--- src/rtl/kv_response_builder_pkg.sv ---
// kv_pkg: shared constants, field offsets, types and helpers for the KV response builder
package kv_pkg;
    localparam int DATA_WIDTH      = 512;
    localparam int KEEP_W          = DATA_WIDTH / 8;
    localparam int PTR_WIDTH       = 16;
    localparam int MAX_BEATS       = 64;
    localparam int MAX_OUTSTANDING = 4;
    localparam int RESULT_W        = 105;

    localparam int RES_KEY_LSB = 0;
    localparam int RES_LEN_LSB = 64;
    localparam int RES_PTR_LSB = 80;
    localparam int RES_HIT_BIT = 96;
    localparam int RES_OP_LSB  = 97;

    localparam int HDR_KEY_LSB    = 0;
    localparam int HDR_LEN_LSB    = 64;
    localparam int HDR_OP_LSB     = 80;
    localparam int HDR_STATUS_LSB = 88;
    localparam int HDR_TS_LSB     = 96;

    localparam logic [7:0] OP_GET = 8'd0;
    localparam logic [7:0] OP_SET = 8'd1;
    localparam logic [7:0] OP_DEL = 8'd2;

    typedef enum logic [7:0] {STAT_OK = 8'd0, STAT_MISS = 8'd1, STAT_TOOBIG = 8'd2} status_t;
    typedef enum logic [1:0] {ST_IDLE, ST_HDR, ST_DATA, ST_FREE} state_t;

    // Byte-enable mask for the final value beat; a zero remainder means a full beat.
    function automatic logic [KEEP_W-1:0] keep_from_rem(input logic [5:0] rem);
        return rem == 6'd0 ? '1 : (KEEP_W'(1) << rem) - KEEP_W'(1);
    endfunction
endpackage

--- src/rtl/kv_response_builder_if.sv ---
// kv_response_builder_if: result, value-memory read, response stream and free-pointer buses
interface kv_response_builder_if;
    import kv_pkg::*;
    logic [RESULT_W-1:0]   s_result_data;
    logic                  s_result_valid;
    logic                  s_result_ready;
    logic [PTR_WIDTH-1:0]  m_rd_addr;
    logic                  m_rd_valid;
    logic                  m_rd_ready;
    logic [DATA_WIDTH-1:0] s_rd_data;
    logic                  s_rd_valid;
    logic                  s_rd_ready;
    logic [DATA_WIDTH-1:0] m_axis_tdata;
    logic                  m_axis_tvalid;
    logic                  m_axis_tlast;
    logic [KEEP_W-1:0]     m_axis_tkeep;
    logic                  m_axis_tready;
    logic [PTR_WIDTH-1:0]  m_free_pointer;
    logic                  m_free_pointer_valid;
    logic                  m_free_pointer_ready;

    modport slave (
        input  s_result_data, s_result_valid, m_rd_ready, s_rd_data, s_rd_valid,
               m_axis_tready, m_free_pointer_ready,
        output s_result_ready, m_rd_addr, m_rd_valid, s_rd_ready, m_axis_tdata,
               m_axis_tvalid, m_axis_tlast, m_axis_tkeep, m_free_pointer, m_free_pointer_valid
    );

    modport master (
        output s_result_data, s_result_valid, m_rd_ready, s_rd_data, s_rd_valid,
               m_axis_tready, m_free_pointer_ready,
        input  s_result_ready, m_rd_addr, m_rd_valid, s_rd_ready, m_axis_tdata,
               m_axis_tvalid, m_axis_tlast, m_axis_tkeep, m_free_pointer, m_free_pointer_valid
    );
endinterface

--- src/rtl/kv_response_builder_fifo.sv ---
// fifo: first-word-fall-through synchronous FIFO, power-of-two depth
module fifo #(
    parameter int WIDTH = 8,
    parameter int DEPTH = 4
) (
    input  logic             clk,
    input  logic             rst,
    input  logic [WIDTH-1:0] wr_data,
    input  logic             wr_valid,
    output logic             wr_ready,
    output logic [WIDTH-1:0] rd_data,
    output logic             rd_valid,
    input  logic             rd_ready
);
    localparam int AW = $clog2(DEPTH);
    logic [WIDTH-1:0] mem [DEPTH];
    logic [AW-1:0]    wr_ptr;
    logic [AW-1:0]    rd_ptr;
    logic [AW:0]      count;
    logic             push;
    logic             pull;

    assign wr_ready = count != (AW+1)'(DEPTH);
    assign rd_valid = count != '0;
    assign rd_data  = mem[rd_ptr];
    assign push     = wr_valid && wr_ready;
    assign pull     = rd_valid && rd_ready;

    // Storage array, written on every accepted push.
    always_ff @(posedge clk) begin
        if (push) mem[wr_ptr] <= wr_data;
    end

    // Pointer and occupancy tracking.
    always_ff @(posedge clk) begin
        if (rst) begin
            wr_ptr <= '0;
            rd_ptr <= '0;
            count  <= '0;
        end else begin
            if (push) wr_ptr <= wr_ptr + AW'(1);
            if (pull) rd_ptr <= rd_ptr + AW'(1);
            count <= count + (AW+1)'(push) - (AW+1)'(pull);
        end
    end
endmodule

--- src/rtl/kv_response_builder.sv ---
// kv_response_builder: builds UDP KV response packets; KV_RESP_TIMESTAMP_EN adds a header timestamp
module kv_response_builder
    import kv_pkg::*;
(
    input  logic                 clk,
    input  logic                 rst,
    kv_response_builder_if.slave bus
);
`ifdef KV_RESP_TIMESTAMP_EN
    localparam logic [KEEP_W-1:0] HDR_ONLY_KEEP = 64'hFFFF;
`else
    localparam logic [KEEP_W-1:0] HDR_ONLY_KEEP = 64'h0FFF;
`endif
    localparam int CW = $clog2(MAX_OUTSTANDING) + 1;

    state_t                state;
    logic [DATA_WIDTH-1:0] hdr;
    logic                  hdr_last;
    logic                  has_data;
    logic                  do_free;
    logic [PTR_WIDTH-1:0]  ptr;
    logic [5:0]            rem;
    logic [16:0]           nbeats;
    logic [16:0]           issued;
    logic [16:0]           sent;
    logic [CW-1:0]         credits;

    logic [7:0]            r_op;
    logic                  r_hit;
    logic [PTR_WIDTH-1:0]  r_ptr;
    logic [15:0]           r_len;
    logic [63:0]           r_key;
    logic [16:0]           r_nbeats;
    logic                  r_get_hit;
    logic                  r_toobig;
    logic                  r_has_data;
    status_t               r_status;
    logic [DATA_WIDTH-1:0] r_hdr;
    logic [31:0]           ts_now;

    logic [DATA_WIDTH-1:0] fifo_data;
    logic                  fifo_valid;
    logic                  fifo_wr_ready;
    logic                  rd_valid;
    logic                  rd_fire;
    logic                  beat_valid;
    logic                  pop;
    logic                  data_last;

`ifdef KV_RESP_TIMESTAMP_EN
    logic [31:0] cycle_cnt;

    // Free-running cycle counter sampled into the header at result accept.
    always_ff @(posedge clk) begin
        cycle_cnt <= rst ? 32'd0 : cycle_cnt + 32'd1;
    end

    assign ts_now = cycle_cnt;
`else
    assign ts_now = 32'd0;
`endif

    assign r_op       = bus.s_result_data[RES_OP_LSB +: 8];
    assign r_hit      = bus.s_result_data[RES_HIT_BIT];
    assign r_ptr      = bus.s_result_data[RES_PTR_LSB +: PTR_WIDTH];
    assign r_len      = bus.s_result_data[RES_LEN_LSB +: 16];
    assign r_key      = bus.s_result_data[RES_KEY_LSB +: 64];
    assign r_nbeats   = (17'(r_len) + 17'd63) >> 6;
    assign r_get_hit  = r_op == OP_GET && r_hit;
    assign r_toobig   = r_get_hit && r_nbeats > 17'(MAX_BEATS);
    assign r_has_data = r_get_hit && !r_toobig && r_nbeats != 17'd0;
    assign r_status   = !r_hit ? STAT_MISS : (r_toobig ? STAT_TOOBIG : STAT_OK);

    // Header beat assembled from the incoming result; length is only reported for GET hits.
    always_comb begin
        r_hdr = '0;
        r_hdr[HDR_KEY_LSB +: 64]   = r_key;
        r_hdr[HDR_LEN_LSB +: 16]   = r_get_hit ? r_len : 16'd0;
        r_hdr[HDR_OP_LSB +: 8]     = r_op;
        r_hdr[HDR_STATUS_LSB +: 8] = r_status;
        r_hdr[HDR_TS_LSB +: 32]    = ts_now;
    end

    fifo #(.WIDTH(DATA_WIDTH), .DEPTH(MAX_OUTSTANDING)) u_rd_fifo (
        .clk      (clk),
        .rst      (rst),
        .wr_data  (bus.s_rd_data),
        .wr_valid (bus.s_rd_valid),
        .wr_ready (fifo_wr_ready),
        .rd_data  (fifo_data),
        .rd_valid (fifo_valid),
        .rd_ready (pop)
    );

    assign rd_valid   = state == ST_DATA && issued < nbeats && credits != '0;
    assign rd_fire    = rd_valid && bus.m_rd_ready;
    assign beat_valid = state == ST_DATA && fifo_valid;
    assign pop        = beat_valid && bus.m_axis_tready;
    assign data_last  = sent == nbeats - 17'd1;

    assign bus.s_result_ready       = state == ST_IDLE;
    assign bus.s_rd_ready           = fifo_wr_ready;
    assign bus.m_rd_valid           = rd_valid;
    assign bus.m_rd_addr            = rd_valid ? ptr + issued[PTR_WIDTH-1:0] : '0;
    assign bus.m_axis_tvalid        = state == ST_HDR || beat_valid;
    assign bus.m_axis_tdata         = state == ST_HDR ? hdr : (beat_valid ? fifo_data : '0);
    assign bus.m_axis_tlast         = state == ST_HDR ? hdr_last : beat_valid && data_last;
    assign bus.m_axis_tkeep         = state == ST_HDR ? (hdr_last ? HDR_ONLY_KEEP : '1) :
                                      beat_valid ? (data_last ? keep_from_rem(rem) : '1) : '0;
    assign bus.m_free_pointer_valid = state == ST_FREE;
    assign bus.m_free_pointer       = state == ST_FREE ? ptr : '0;

    // Packet sequencing, read issue bookkeeping and read credits.
    always_ff @(posedge clk) begin
        if (rst) begin
            state    <= ST_IDLE;
            hdr      <= '0;
            hdr_last <= 1'b0;
            has_data <= 1'b0;
            do_free  <= 1'b0;
            ptr      <= '0;
            rem      <= '0;
            nbeats   <= '0;
            issued   <= '0;
            sent     <= '0;
            credits  <= CW'(MAX_OUTSTANDING);
        end else begin
            credits <= credits - CW'(rd_fire) + CW'(pop);
            case (state)
                ST_IDLE: if (bus.s_result_valid) begin
                    hdr      <= r_hdr;
                    hdr_last <= !r_has_data;
                    has_data <= r_has_data;
                    do_free  <= r_op == OP_DEL && r_hit;
                    ptr      <= r_ptr;
                    rem      <= r_len[5:0];
                    nbeats   <= r_nbeats;
                    state    <= ST_HDR;
                end
                ST_HDR: if (bus.m_axis_tready) begin
                    issued <= '0;
                    sent   <= '0;
                    state  <= has_data ? ST_DATA : (do_free ? ST_FREE : ST_IDLE);
                end
                ST_DATA: begin
                    if (rd_fire) issued <= issued + 17'd1;
                    if (pop) begin
                        sent <= sent + 17'd1;
                        if (data_last) state <= ST_IDLE;
                    end
                end
                ST_FREE: if (bus.m_free_pointer_ready) state <= ST_IDLE;
                default: state <= ST_IDLE;
            endcase
        end
    end
endmodule

--- src/flat_wrapper.sv ---
// flat-port wrapper written by rule: the top's interface ports become plain ports
module kv_response_builder_flat import kv_pkg::*;
  (clk, rst, bus_s_result_data, bus_s_result_valid, bus_m_rd_ready, bus_s_rd_data, bus_s_rd_valid, bus_m_axis_tready, bus_m_free_pointer_ready, bus_s_result_ready, bus_m_rd_addr, bus_m_rd_valid, bus_s_rd_ready, bus_m_axis_tdata, bus_m_axis_tvalid, bus_m_axis_tlast, bus_m_axis_tkeep, bus_m_free_pointer, bus_m_free_pointer_valid);
  kv_response_builder_if bus_i ();
  input  logic clk;
  input  logic rst;
  input wire logic [$bits(bus_i.s_result_data)-1:0] bus_s_result_data;
  input wire logic [$bits(bus_i.s_result_valid)-1:0] bus_s_result_valid;
  input wire logic [$bits(bus_i.m_rd_ready)-1:0] bus_m_rd_ready;
  input wire logic [$bits(bus_i.s_rd_data)-1:0] bus_s_rd_data;
  input wire logic [$bits(bus_i.s_rd_valid)-1:0] bus_s_rd_valid;
  input wire logic [$bits(bus_i.m_axis_tready)-1:0] bus_m_axis_tready;
  input wire logic [$bits(bus_i.m_free_pointer_ready)-1:0] bus_m_free_pointer_ready;
  output wire logic [$bits(bus_i.s_result_ready)-1:0] bus_s_result_ready;
  output wire logic [$bits(bus_i.m_rd_addr)-1:0] bus_m_rd_addr;
  output wire logic [$bits(bus_i.m_rd_valid)-1:0] bus_m_rd_valid;
  output wire logic [$bits(bus_i.s_rd_ready)-1:0] bus_s_rd_ready;
  output wire logic [$bits(bus_i.m_axis_tdata)-1:0] bus_m_axis_tdata;
  output wire logic [$bits(bus_i.m_axis_tvalid)-1:0] bus_m_axis_tvalid;
  output wire logic [$bits(bus_i.m_axis_tlast)-1:0] bus_m_axis_tlast;
  output wire logic [$bits(bus_i.m_axis_tkeep)-1:0] bus_m_axis_tkeep;
  output wire logic [$bits(bus_i.m_free_pointer)-1:0] bus_m_free_pointer;
  output wire logic [$bits(bus_i.m_free_pointer_valid)-1:0] bus_m_free_pointer_valid;
  assign bus_i.s_result_data = bus_s_result_data;
  assign bus_i.s_result_valid = bus_s_result_valid;
  assign bus_i.m_rd_ready = bus_m_rd_ready;
  assign bus_i.s_rd_data = bus_s_rd_data;
  assign bus_i.s_rd_valid = bus_s_rd_valid;
  assign bus_i.m_axis_tready = bus_m_axis_tready;
  assign bus_i.m_free_pointer_ready = bus_m_free_pointer_ready;
  assign bus_s_result_ready = bus_i.s_result_ready;
  assign bus_m_rd_addr = bus_i.m_rd_addr;
  assign bus_m_rd_valid = bus_i.m_rd_valid;
  assign bus_s_rd_ready = bus_i.s_rd_ready;
  assign bus_m_axis_tdata = bus_i.m_axis_tdata;
  assign bus_m_axis_tvalid = bus_i.m_axis_tvalid;
  assign bus_m_axis_tlast = bus_i.m_axis_tlast;
  assign bus_m_axis_tkeep = bus_i.m_axis_tkeep;
  assign bus_m_free_pointer = bus_i.m_free_pointer;
  assign bus_m_free_pointer_valid = bus_i.m_free_pointer_valid;
  kv_response_builder u_core (.clk(clk), .rst(rst), .bus(bus_i));
endmodule
--- config.mk ---
export PLATFORM = sky130hd
export DESIGN_NAME = kv_response_builder_flat
export DESIGN_NICKNAME = d
export VERILOG_FILES = /design/src/rtl/kv_response_builder_pkg.sv /design/src/rtl/kv_response_builder_if.sv /design/src/rtl/kv_response_builder_fifo.sv /design/src/rtl/kv_response_builder.sv /design/src/flat_wrapper.sv
export SDC_FILE = /design/constraint.sdc
export NUM_CORES = 2
export LEC_CHECK = 0
export CORE_AREA = 2 2 489 491
export CTS_BUF_LIST = sky130_fd_sc_hd__clkbuf_8
export CTS_CLUSTER_SIZE = 14
export DETAILED_ROUTE_END_ITERATION = 12
export DIE_AREA = 0 0 491 493
export HOLD_SLACK_MARGIN = 0.05
export PLACE_DENSITY = 0.62
export SYNTH_ARGS = -nofsm -noshare
export SYNTH_HDL_FRONTEND = slang
export SYNTH_SLANG_ARGS = --single-unit
--- constraint.sdc ---
create_clock -name clk -period 20 [get_ports clk]
set_input_delay 4 -clock clk [delete_from_list [all_inputs] [get_ports clk]]
set_output_delay 4 -clock clk [all_outputs]
set_load 0.1 [all_outputs]
==> flow_summary.yaml <==
layout:
  fin_nets: 6666
  post-route-cell-area_sq_mm: 0.110
  drive_gt1_frac: 0.173
  area_delta_synth_final_pct: 25.9
  final_util: 0.463
outcome:
  status: "complete, no violations"
power_and_ir_drop:
  pwr-share-comb: 0.110
  p_per_area_mw_per_mm2: 95.5
  switching_share: 0.254
  power_leakage_nw: 36.6
  p_sw_mw: 2.66
  p_int_mw: 7.83
  peakVddDrop_uv: 60.1
  clkPwrFrac: 0.352
  p_seq_frac: 0.538
clocking:
  cts_buffers: 377
  post_cts_buffers: 0
  clock_latency_ps: 1100
  clkSlewWorstSetupHoldPaths_ps: 60
  htreeDepth: 5
  clock_path_buffers: 4
  ctsResizeCount: 0
  cts_tree: "done"
  ctsRootBufferMaster: "clkbuf_8"
  cts_hold_buf: 0
  clock-sinks: 2222
drt:
  vias_per_cell: 5.28
  drtPass1Iterations: 6
  drcViolationCount: 0
  drt-initial-drc-count: 4525
  wirelength_um: 255000
  wire_per_inst_um: 26.9
  num_vias: 50156
  ant_nets: 0
floorplanning:
  start_util: 0.368
  dieArea_sq_mm: 0.242
  pin_count: 1238
  coreArea_sq_mm: 0.237
  rows: 179
  die_y_um: 493
  die_width_um: 491
critical_path:
  ff2ff_setup_slack_ps: 15220
  worstSetupEndpointType: "output pin"
  r2r-start: "u_core.state[0]$_SDFFE_PP0P_"
  required_ps: 16000
  crit_type: "reg2out"
  r2r.worst_path.cells: 14
  arrival_ps: 6310
  cpPeakStageDelay_ps: 1270
  path_max_fanout: 118
  critPathMostFrequentCell: "buf_4"
  rr_endpoint: "u_core.u_rd_fifo.count[2]$_SDFF_PP0_"
  cp_slowest_cell: "clkdlybuf4s50_1"
  crit_chain: "buf_4 > buf_12 > buf_4 > mux4_2 > and3_1 > clkdlybuf4s50_1"
  critPathLaunchType: "register"
  critPathCapture: "bus_m_axis_tdata[309]"
sta:
  tightest_slew_ps: 1210
  setup_ws_ps: 9690
  fmax_mhz: 97.0
  slew_headroom: 0.189
  finalSetupViolations: 0
  rsz0062_at_grt: "no"
  fin_tns_setup_ps: 0
  hold_viol: 0
  holdWs_ps: 454
  fin_crit_ps: 10310
  finalCritPeriodShare: 0.515
  slew_violations: 0
  fin_worst_skew_ps: 110
logic_synthesis:
  synth_top_family_by_area: "multiplexers"
  synthTopCellsByArea: "edfxtp_1 71%, mux4_2 13%, dfxtp_1 4.0%"
  synth.avg_cell_area_sq_um: 18.8
  synth_flop_cell: "edfxtp_1"
  synth.most_common_cell: "edfxtp_1"
  syn_area_sq_mm: 0.0872
  synth-async-reset-ratio: 0
  synthXorXnorAreaFrac: 0.00653
  synth_common_cells: "2048 x edfxtp_1, 512 x mux4_2, 453 x and3_1"
  syn_nets: 5298
  synth_seq_cells: 2222
  netlist_instances: 4634
  synth.distinct_cells: 65
  yosysTopAreaCellShare: 0.705
  synth_edf_count: 2048
  yosys.area.top_type: "edfxtp_1"
  synth_compound_area_frac: 0.0330
  synth_fa_ha_area_frac: 0.00600
  ys_seq_area_frac: 0.745
  yosys.area_share.simple: 0.0602
  yosysWarningCount: 0
  synthMuxAreaShare: 0.133
global_routing:
  grt_max_degree: 125
  antenna_found_initial: 99
  grt.total_usage: 0.204
  grt_pass1_wl_um: 363000
  overflow: 0
  grt_pass1_vias: 50765
placement:
  dpl.hpwl_um: 167000
  place_congestion: 0.891
  place_area_sq_mm: 0.103
  portBuffers: 1237
  dp_worst_setup_slack_ps: 10590
job:
  cap_violations: 0
hold_path:
  min_path_type: "reg2reg"
[routing by layer]
metal	routed length [um]	up-vias	global-route usage
li1	-	21656	-
met5	608	-	0
met3	25800	460	0.0771
met1	97900	25811	0.253
met4	6820	92	0.0645
met2	124000	2137	0.332
[worst min-delay path by stage]
stage                           startpoint                           to  slack [ps]  depth (start not counted)
2_1_floorplan   u_core.hdr[0]$_SDFFE_PP0P_   u_core.hdr[0]$_SDFFE_PP0P_         440                          2
3_3_place_gp   u_core.hdr[37]$_SDFFE_PP0P_  u_core.hdr[37]$_SDFFE_PP0P_         440                          2
3_5_place_dp   u_core.hdr[51]$_SDFFE_PP0P_  u_core.hdr[51]$_SDFFE_PP0P_         450                          2
4_1_cts        u_core.hdr[51]$_SDFFE_PP0P_  u_core.hdr[51]$_SDFFE_PP0P_         450                          2
5_1_grt         u_core.hdr[9]$_SDFFE_PP0P_   u_core.hdr[9]$_SDFFE_PP0P_         470                          2
6_report       u_core.hdr[40]$_SDFFE_PP0P_  u_core.hdr[40]$_SDFFE_PP0P_         450                          2
[registers in the layout (all words and copies together), names as in the netlist, named ones only]
register	count
u_core.hdr_last	1
u_core.ptr	16
u_core.issued	17
u_core.state	2
u_core.has_data	1
u_core.u_rd_fifo.rd_ptr	2
u_core.u_rd_fifo.mem	2048
u_core.nbeats	11
u_core.credits	3
u_core.u_rd_fifo.wr_ptr	2
u_core.do_free	1
u_core.hdr	90
u_core.u_rd_fifo.count	3
u_core.sent	17
u_core.rem	6
[power groups by stage]
stage	Clock, mW	Combinational (mW)	Sequential (mW)
global placement	0	1.16	5.72
floorplan	0	0.641	5.96
finish	3.69	1.15	5.65
CTS	3.79	1.17	5.65
global route	3.99	1.23	5.67
detailed placement	0	1.17	5.74
[area by class of cell]
class | count | area (sq um)
antenna | 44 | 110
clock buffer | 386 | 5310
clock inverter | 272 | 1400
fill | 20317 | 127000
inverter | 37 | 139
multi-input combinational | 2050 | 20800
sequential | 2222 | 65000
tap | 3167 | 3960
timing repair buffer | 1314 | 13000
[through the flow]
stage,std cells,total power [mW]
finish,9492,10.5
global route,9473,10.9
CTS,9448,10.6
detailed placement,8790,6.91
global placement,8790,6.89
floorplan,4634,6.60
[layout by cell type (no fill, tap or decap), types with 16 or more instances in the layout]
cell type / netlist / layout
a211oi_1: 19 / 19
a21oi_1: 166 / 166
a22o_1: 93 / 93
a22oi_1: 18 / 18
a31oi_1: 54 / 54
and2_1: 17 / 16
and3_1: 453 / 449
buf_4: 0 / 87
clkbuf_8: 0 / 386
clkdlybuf4s50_1: 0 / 1216
clkinv_1: 0 / 96
clkinv_2: 0 / 35
dfxtp_1: 174 / 172
diode_2: 0 / 44
edfxtp_1: 2048 / 2048
ha_1: 37 / 37
inv_1: 37 / 152
mux4_2: 512 / 512
nand2_1: 248 / 247
nand3_1: 26 / 26
nor2_1: 126 / 123
nor3_1: 22 / 21
nor4_1: 17 / 17
o21ai_0: 47 / 47
xnor2_1: 37 / 37
xor2_1: 28 / 28
[critical path, delay by kind of cell (launching register included)]
family,cells,cell delay [ps]
buffers and inverters,4,3380
flip-flops,1,1000
multiplexers,1,340
AND/OR/NAND/NOR,1,150
[kinds of logic after synthesis]
| logic type | count (synthesis) |
|---|---|
| AO/OA/AOI/OAI | 443 |
| XOR/XNOR | 65 |
| adder cells (fa/ha/maj) | 40 |
| buffers and inverters | 362 |
| flip-flops | 2222 |
| multiplexers | 515 |
| AND/OR/NAND/NOR | 987 |
(Power assumes the default switching activity.)
